--- config.mk ---
export PLATFORM = sky130hd
export DESIGN_NAME = result_serializer
export DESIGN_NICKNAME = d
export VERILOG_FILES = /design/src/rtl/result_serializer.sv
export SDC_FILE = /design/constraint.sdc
export NUM_CORES = 1
export LEC_CHECK = 0
export ABC_AREA = 1
export ABC_CLOCK_PERIOD_IN_PS = 3300
export BUFFER_PORTS_ARGS = -buffer_cell sky130_fd_sc_hd__buf_4
export CAP_MARGIN = 25
export CORE_ASPECT_RATIO = 0.9
export CORE_MARGIN = 1.5
export CORE_UTILIZATION = 55
export DETAILED_ROUTE_END_ITERATION = 12
export GPL_TIMING_DRIVEN = 0
export HOLD_SLACK_MARGIN = 0.08
export PLACE_DENSITY = 0.83
export SKIP_CTS_REPAIR_TIMING = 1
export SYNTH_ARGS = -nofsm -noshare
export SYNTH_HDL_FRONTEND = slang
export SYNTH_SLANG_ARGS = --single-unit
--- constraint.sdc ---
create_clock -name clk -period 3.3 [get_ports clk]
set_input_delay 0.495 -clock clk [delete_from_list [all_inputs] [get_ports clk]]
set_output_delay 0.495 -clock clk [all_outputs]
set_load 0.05 [all_outputs]
--- src/rtl/result_serializer.sv ---
// result_serializer
//   Turns a parallel bundle of six 32-bit arithmetic results into a word
//   stream, optionally followed by an XOR checksum word. Two bundles can be
//   held at once: the active bundle (the one being streamed) and one pending
//   bundle waiting behind it. Bundles stream back to back with no idle cycle.
//
// Handshake rule (both sides): a transfer happens at a rising clk edge when
//   valid and ready are both high. A producer holding valid high keeps its
//   data stable until that edge; in_ready never depends on in_valid.
//
// Ports
//   clk                 sole clock, rising edge
//   rst_n               asynchronous active-low reset
//   in_valid/in_ready   bundle handshake; output1..output6 sampled on acceptance
//   output1..output6    upstream results (inputs to this block)
//   out_valid/out_ready stream word handshake
//   out_data            stream word, 0 while out_valid is low
//   out_idx             0..5 = output1..output6, 6 = checksum
//   out_last            high on the final word of a bundle
module result_serializer #(
    parameter int CHECKSUM_EN = 1
) (
    input  logic        clk,
    input  logic        rst_n,
    input  logic        in_valid,
    output logic        in_ready,
    input  logic [31:0] output1,
    input  logic [31:0] output2,
    input  logic [31:0] output3,
    input  logic [31:0] output4,
    input  logic [31:0] output5,
    input  logic [31:0] output6,
    output logic        out_valid,
    input  logic        out_ready,
    output logic [31:0] out_data,
    output logic [2:0]  out_idx,
    output logic        out_last
);

    // Index of the final word of a bundle (L - 1).
    localparam logic [2:0] LAST_IDX = (CHECKSUM_EN != 0) ? 3'd6 : 3'd5;

    logic [31:0] act_w  [0:6];
    logic        act_valid;
    logic [2:0]  idx;
    logic [31:0] pend_w [0:6];
    logic        pend_valid;

    logic [31:0] in_w   [0:6];
    logic        accept;
    logic        out_fire;
    logic        last_fire;
    logic        load_act;
    logic        load_pend;

    // Incoming bundle with its checksum already folded in as word 6.
    always_comb begin
        in_w[0] = output1;
        in_w[1] = output2;
        in_w[2] = output3;
        in_w[3] = output4;
        in_w[4] = output5;
        in_w[5] = output6;
        in_w[6] = (CHECKSUM_EN != 0)
                ? (output1 ^ output2 ^ output3 ^ output4 ^ output5 ^ output6)
                : 32'd0;
    end

    assign in_ready  = !pend_valid;
    assign accept    = in_valid && in_ready;
    assign out_fire  = act_valid && out_ready;
    assign last_fire = out_fire && (idx == LAST_IDX);

    // A new bundle goes straight to active when active is empty or is
    // retiring this very edge (accept already implies pending is empty).
    assign load_act  = accept && (!act_valid || last_fire);
    assign load_pend = accept && !load_act;

    always_ff @(posedge clk or negedge rst_n) begin
        if (!rst_n) begin
            act_valid  <= 1'b0;
            pend_valid <= 1'b0;
            idx        <= 3'd0;
            for (int i = 0; i < 7; i++) begin
                act_w[i]  <= 32'd0;
                pend_w[i] <= 32'd0;
            end
        end else begin
            if (out_fire) begin
                idx <= last_fire ? 3'd0 : idx + 3'd1;
            end

            if (last_fire) begin
                if (pend_valid) begin
                    // Pending bundle follows immediately; active stays valid.
                    act_w      <= pend_w;
                    pend_valid <= 1'b0;
                end else if (load_act) begin
                    act_w <= in_w;
                end else begin
                    act_valid <= 1'b0;
                end
            end else if (load_act) begin
                act_w     <= in_w;
                act_valid <= 1'b1;
            end

            if (load_pend) begin
                pend_w     <= in_w;
                pend_valid <= 1'b1;
            end
        end
    end

    assign out_valid = act_valid;
    assign out_data  = act_valid ? act_w[idx] : 32'd0;
    assign out_idx   = idx;
    assign out_last  = act_valid && (idx == LAST_IDX);

endmodule

After elaboration in Yosys (flattened, before gate mapping)
Cells that the tools add are included.

operators by class
  add/subtract/negate cells = 1
  $lt $le $gt $ge = 1
  equal/unequal tests = 3
  muxes and demuxes = 14
  bitwise gates (word level) = 6
  reductions and logical operators = 13

operators by type and width
  kind                                                            number
  224-bit 2-to-1 mux                                              3
  32-bit bitwise XOR                                              5
  32-bit binary-select mux with 3-bit select                      1
  32-bit 2-to-1 mux                                               3
  1-bit logical AND                                               6
  1-bit 2-to-1 mux                                                6
  4-bit greater-or-equal comparator (second input constant)       1
  2-bit inequality test (second input constant)                   2
  3-bit inverter with 4-bit output                                1
  2-bit nonzero test                                              2
  3-bit by 1-bit adder with 3-bit output (second input constant)  1
  3-bit == test (second input constant)                           1
  1-bit logical NOT                                               3
  3-bit 2-to-1 mux                                                1
  3-bit AND reduction                                             1
  1-bit logical OR                                                1

storage, ports and cells
  flip-flop bits (word level) = 453
  output and inout bits = 38

Depth between registers and ports, before layout
  depth in word-level cells = 8
  depth in mapped cells = 13
  gate-level depth less buffers = 9

Worst setup path after synthesis
OpenSTA, ideal clock, no wires.

  path type = register to output
  start point = register idx[1] (netlist: out_idx[1])
  end point = output out_data[22]
  arrival = 2.401 ns
  setup slack = 0.404 ns
  stages on the path, launching flop included = 8
  path buffers = 3
  cells stage by stage = dfrtp_1 > buf_2 > buf_2 > clkbuf_1 > nand3_1 > nand3_1 > nand2_1 > a31oi_1

between the ends
  longest elaborated chain between the ends = 5

RTL lines
  item                                                    RTL line  RTL
  from (decl)                                             45        logic [2:0] idx;
  from (signal assigned)                                  90        idx <= last_fire ? 3'd0 : idx + 3'd1;
  3-bit inverter with 4-bit output (not written as such)  116       assign out_data = act_valid ? act_w[idx] : 32'd0;
  32-bit binary-select mux with 3-bit select              116
  32-bit 2-to-1 mux (not written as such) (2 in series)   116
  32-bit 2-to-1 mux                                       116
  to (decl)                                               35        output logic [31:0] out_data,

Every way passes these cells. The select of a mux whose other input is x is not followed.

Worst setup path in the final report
  start point = register idx[0] (netlist: out_idx[0])
  end point = output out_data[12]

Same word-level chain as after synthesis.

==> results.py <==
metrics = {
    "logic_synthesis": {
        "post_synth_inst_count": 3337,
        "synth_nets": 3535,
        "synth.distinct_cells": 21,
        "synth.ff_latch_count": 453,
        "synthesis.area_per_instance_um2": 7.079,
        "ys_seq_area_share_pct": 47.99,
        "synth.cell_area_um2": 23620,
        "yosys_warnings": 0,
    },
    "power": {
        "ir_drop_mv": 1.364,
        "power_leakage_nw": 14.78,
        "power.density_cell_area_nw_per_um2": 960.7,
    },
    "clock_network": {
        "clock-sinks": 453,
        "ctsLongestPathBuffers": 3,
        "clk_pin_slew_ps": 70,
        "tritoncts_clock_tree": "yes",
        "clock_tree.root_cell": "sky130_fd_sc_hd__clkbuf_16",
        "cts-htree-levels": 2,
        "cts_inserted_buffers": 47,
        "clock_latency_ps": 590,
    },
    "setup_path": {
        "crit-reg2reg-launch": "out_idx[0]",
        "timing.rr.end": "act_w[102]",
        "endpoint_kind": "output pin",
        "cp-start-kind": "flip-flop",
        "worstPathMaxFanout": 10,
        "ff2ff_path_depth": 12,
        "worst-endpoint-arrival_ps": 2920,
        "timing_worst_setup_path_type": "reg -> out",
        "r2r_setup_slack_ps": 110,
        "timing.critical_path.required_ps": 2800,
    },
    "global_routing": {
        "antenna_found_initial": 9,
        "grt_pass1_vias": 23680,
        "met2_usage_pct": 60.10,
        "gr_layer_usage_met3_pct": 9.499,
        "grt_use_met1_pct": 49.97,
        "grt-busiest-layer": "met2",
        "grt_max_degree": 117,
        "grt_pass1_wl_mm": 132.5,
        "groute.usage.overall_pct": 39.31,
        "gr_overflow_total": 0,
    },
    "floorplanning": {
        "start_util_pct": 56.10,
        "die_w_um": 221.5,
        "coreArea_um2": 42110,
        "row_count": 71,
        "top_level_ports": 234,
        "fp.dieArea_um2": 44200,
        "chipHeight_um": 199.6,
    },
    "cells_and_area": {
        "num-nets-final": 3822,
        "ff_latch_area_um2": 11340,
        "num-fill-cells": 3678,
        "multi_input_comb_area_um2": 10660,
        "layout.cell_area.non_filler_um2": 28050,
        "drive_above_1_share_pct": 12.14,
        "layout.cells.non_filler": 4213,
        "area_delta_synth_final_pct": 18.77,
    },
    "outcome": {
        "violations_in_the_final_reports": "negative setup slack",
        "run_status": "complete, but fails checks",
    },
    "sta": {
        "fin_crit_sh_pct": 103.4,
        "rsz_0062_raised_after_global_routing": "yes",
        "worstMarginPinSlew_ps": 824.6,
        "fmaxAchievable_ghz": 0.2931,
        "final_period_minus_worst_setup_slack_ps": 3411,
        "fin_worst_skew_ps": 24.09,
        "number_of_max_slew_violations_in_the_final_report": 0,
        "hold_viol_final": 0,
        "slew_headroom_pct": 45.03,
        "fin_ws_ps": -111.5,
        "report.final.setup_viol": 18,
    },
    "place": {
        "post-dp-hpwl_mm": 63.20,
        "dpl-instance-area_um2": 26170,
        "place_congestion": 0.9851,
        "io_buffers": 233,
        "placedCellCount": 4121,
    },
    "detailed_routing": {
        "first_iter_violations": 3544,
        "route.detailed.drc": 0,
        "avgRoutedWirePerCell_um": 20.71,
        "dr.pass1.iters": 9,
        "antenna_violating_nets_post_route": 0,
        "dr_total_vias": 25170,
        "wl_mm": 87.27,
        "vias_per_cell": 5.973,
    },
    "run": {
        "drv_cap": 0,
    },
    "hold_path": {
        "worstHoldPathType": "in -> reg",
        "hold_path.startpoint": "output2[9]",
        "holdPathEnd": "act_w[169]",
        "cell_count_of_the_worst_hold_path": 3,
    },
}
cells in the mapped netlist:
cell,instances,area (um^2)
sky130_fd_sc_hd__clkinv_2,1,5.000
sky130_fd_sc_hd__nor2_4,1,11.26
sky130_fd_sc_hd__buf_1,11,41.29
sky130_fd_sc_hd__nand3_1,225,1126
sky130_fd_sc_hd__nor2_1,419,1573
sky130_fd_sc_hd__inv_2,3,11.26
sky130_fd_sc_hd__inv_1,231,867.1
sky130_fd_sc_hd__buf_6,1,11.26
sky130_fd_sc_hd__o21ai_0,290,1451
sky130_fd_sc_hd__dfrtp_1,453,11340
sky130_fd_sc_hd__buf_2,72,360.4
sky130_fd_sc_hd__xor2_1,1,8.760
sky130_fd_sc_hd__buf_4,6,45.04
sky130_fd_sc_hd__o22ai_1,1,6.260
sky130_fd_sc_hd__nand4_4,1,21.27
sky130_fd_sc_hd__a31oi_1,224,1401
sky130_fd_sc_hd__nand2_2,1,6.260
sky130_fd_sc_hd__nand2_1,1223,4591
sky130_fd_sc_hd__clkbuf_1,106,397.9
sky130_fd_sc_hd__ha_1,2,25.02
sky130_fd_sc_hd__a21oi_1,65,325.3
stage by stage:
step	worst slack [ps]	total power, W	utilization [%]	hold WS (ps)	setup TNS, ps
2_1_floorplan	403.9	0.01645	-	199.4	0
5_1_grt	-52.06	0.02822	66.60	195.8	-90.38
4_1_cts	-701.2	0.02619	66.07	-140.8	-186130
3_3_place_gp	-2964	0.02003	61.88	461.8	-1445670
6_report	-111.5	0.02695	66.63	180.7	-794.3
3_5_place_dp	-684.7	0.02036	62.16	461.2	-156430
cell usage in the layout, fill, tap and decap left out, types with 2 or more instances in the layout:
cell type	count
sky130_fd_sc_hd__nand2_1	1223
sky130_fd_sc_hd__dfrtp_1	452
sky130_fd_sc_hd__nor2_1	419
sky130_fd_sc_hd__o21ai_0	283
sky130_fd_sc_hd__buf_4	237
sky130_fd_sc_hd__inv_1	231
sky130_fd_sc_hd__nand3_1	225
sky130_fd_sc_hd__a31oi_1	208
sky130_fd_sc_hd__clkbuf_1	91
sky130_fd_sc_hd__buf_2	66
sky130_fd_sc_hd__a21oi_1	65
sky130_fd_sc_hd__clkbuf_16	49
sky130_fd_sc_hd__clkbuf_2	24
sky130_fd_sc_hd__a31oi_2	15
sky130_fd_sc_hd__clkbuf_8	13
sky130_fd_sc_hd__clkbuf_4	11
sky130_fd_sc_hd__diode_2	8
sky130_fd_sc_hd__buf_1	6
sky130_fd_sc_hd__o21ai_1	6
sky130_fd_sc_hd__bufinv_16	6
sky130_fd_sc_hd__buf_6	4
sky130_fd_sc_hd__clkinv_2	4
sky130_fd_sc_hd__buf_16	4
sky130_fd_sc_hd__inv_2	3
sky130_fd_sc_hd__ha_1	2
registers in the layout (all words and copies together), names as in the netlist:
| name | flops |
|---|---|
| pend_w | 224 |
| out_valid | 1 |
| out_idx | 3 |
| act_w | 224 |
| pend_valid | 1 |
worst max path at each step:
stage                     startpoint           end  slack, ps  depth (start not counted)
final                     out_idx[0]  out_data[12]       -110                          7
after global routing      out_idx[0]  out_data[12]        -50                          7
after CTS                 out_idx[0]   pend_w[156]       -700                         10
after detailed placement  out_idx[0]   pend_w[156]       -680                         10
after global placement         rst_n   pend_w[120]      -2960                          1
after floorplan           out_idx[1]  out_data[22]        400                          7
layer usage:
layer | up-vias | share of wire, %
li1 | 11310 | -
met1 | 11840 | 38
met3 | 338 | 12
met5 | - | 0.12
met4 | 4 | 7.3
met2 | 1677 | 43
power by group:
part	switching, W	internal (W)
clock	0.00234	0.00346
sequential	0.00167	0.00830
combinational	0.00757	0.00361
total	0.0116	0.0154
kinds of logic (layout without fill, tap and decap cells):
group | count (synthesis) | after routing | synth area share [%]
and+or+nand+nor | 1870 | 1870 | 31.02
xor gates and xnor gates | 1 | 1 | 0.03709
adders and majority gates | 2 | 2 | 0.1059
other | 0 | 8 | 0
DFF | 453 | 453 | 47.99
AOI/OAI and AO/OA | 580 | 580 | 13.48
buffers and inverters | 431 | 752 | 7.363
layout make-up:
class	count	share of cell area [%]
diodes	8	0.07136
flip-flops and latches	453	40.41
well taps	547	2.440
inverters	235	3.162
multi-input cells	2453	38.01
clock inverters	10	0.7136
plain buffers	196	3.318
repair buffers	238	6.717
clock buffers	73	5.156
worst max-delay path, cell delays in order (launching register included):
cell	delay (ps)
sky130_fd_sc_hd__dfrtp_2	440
sky130_fd_sc_hd__buf_6	220
sky130_fd_sc_hd__inv_1	80
sky130_fd_sc_hd__buf_2	230
sky130_fd_sc_hd__clkbuf_2	250
sky130_fd_sc_hd__o21ai_0	570
sky130_fd_sc_hd__a31oi_2	260
sky130_fd_sc_hd__buf_4	270
Note: power is estimated with default switching activity, not from simulation.
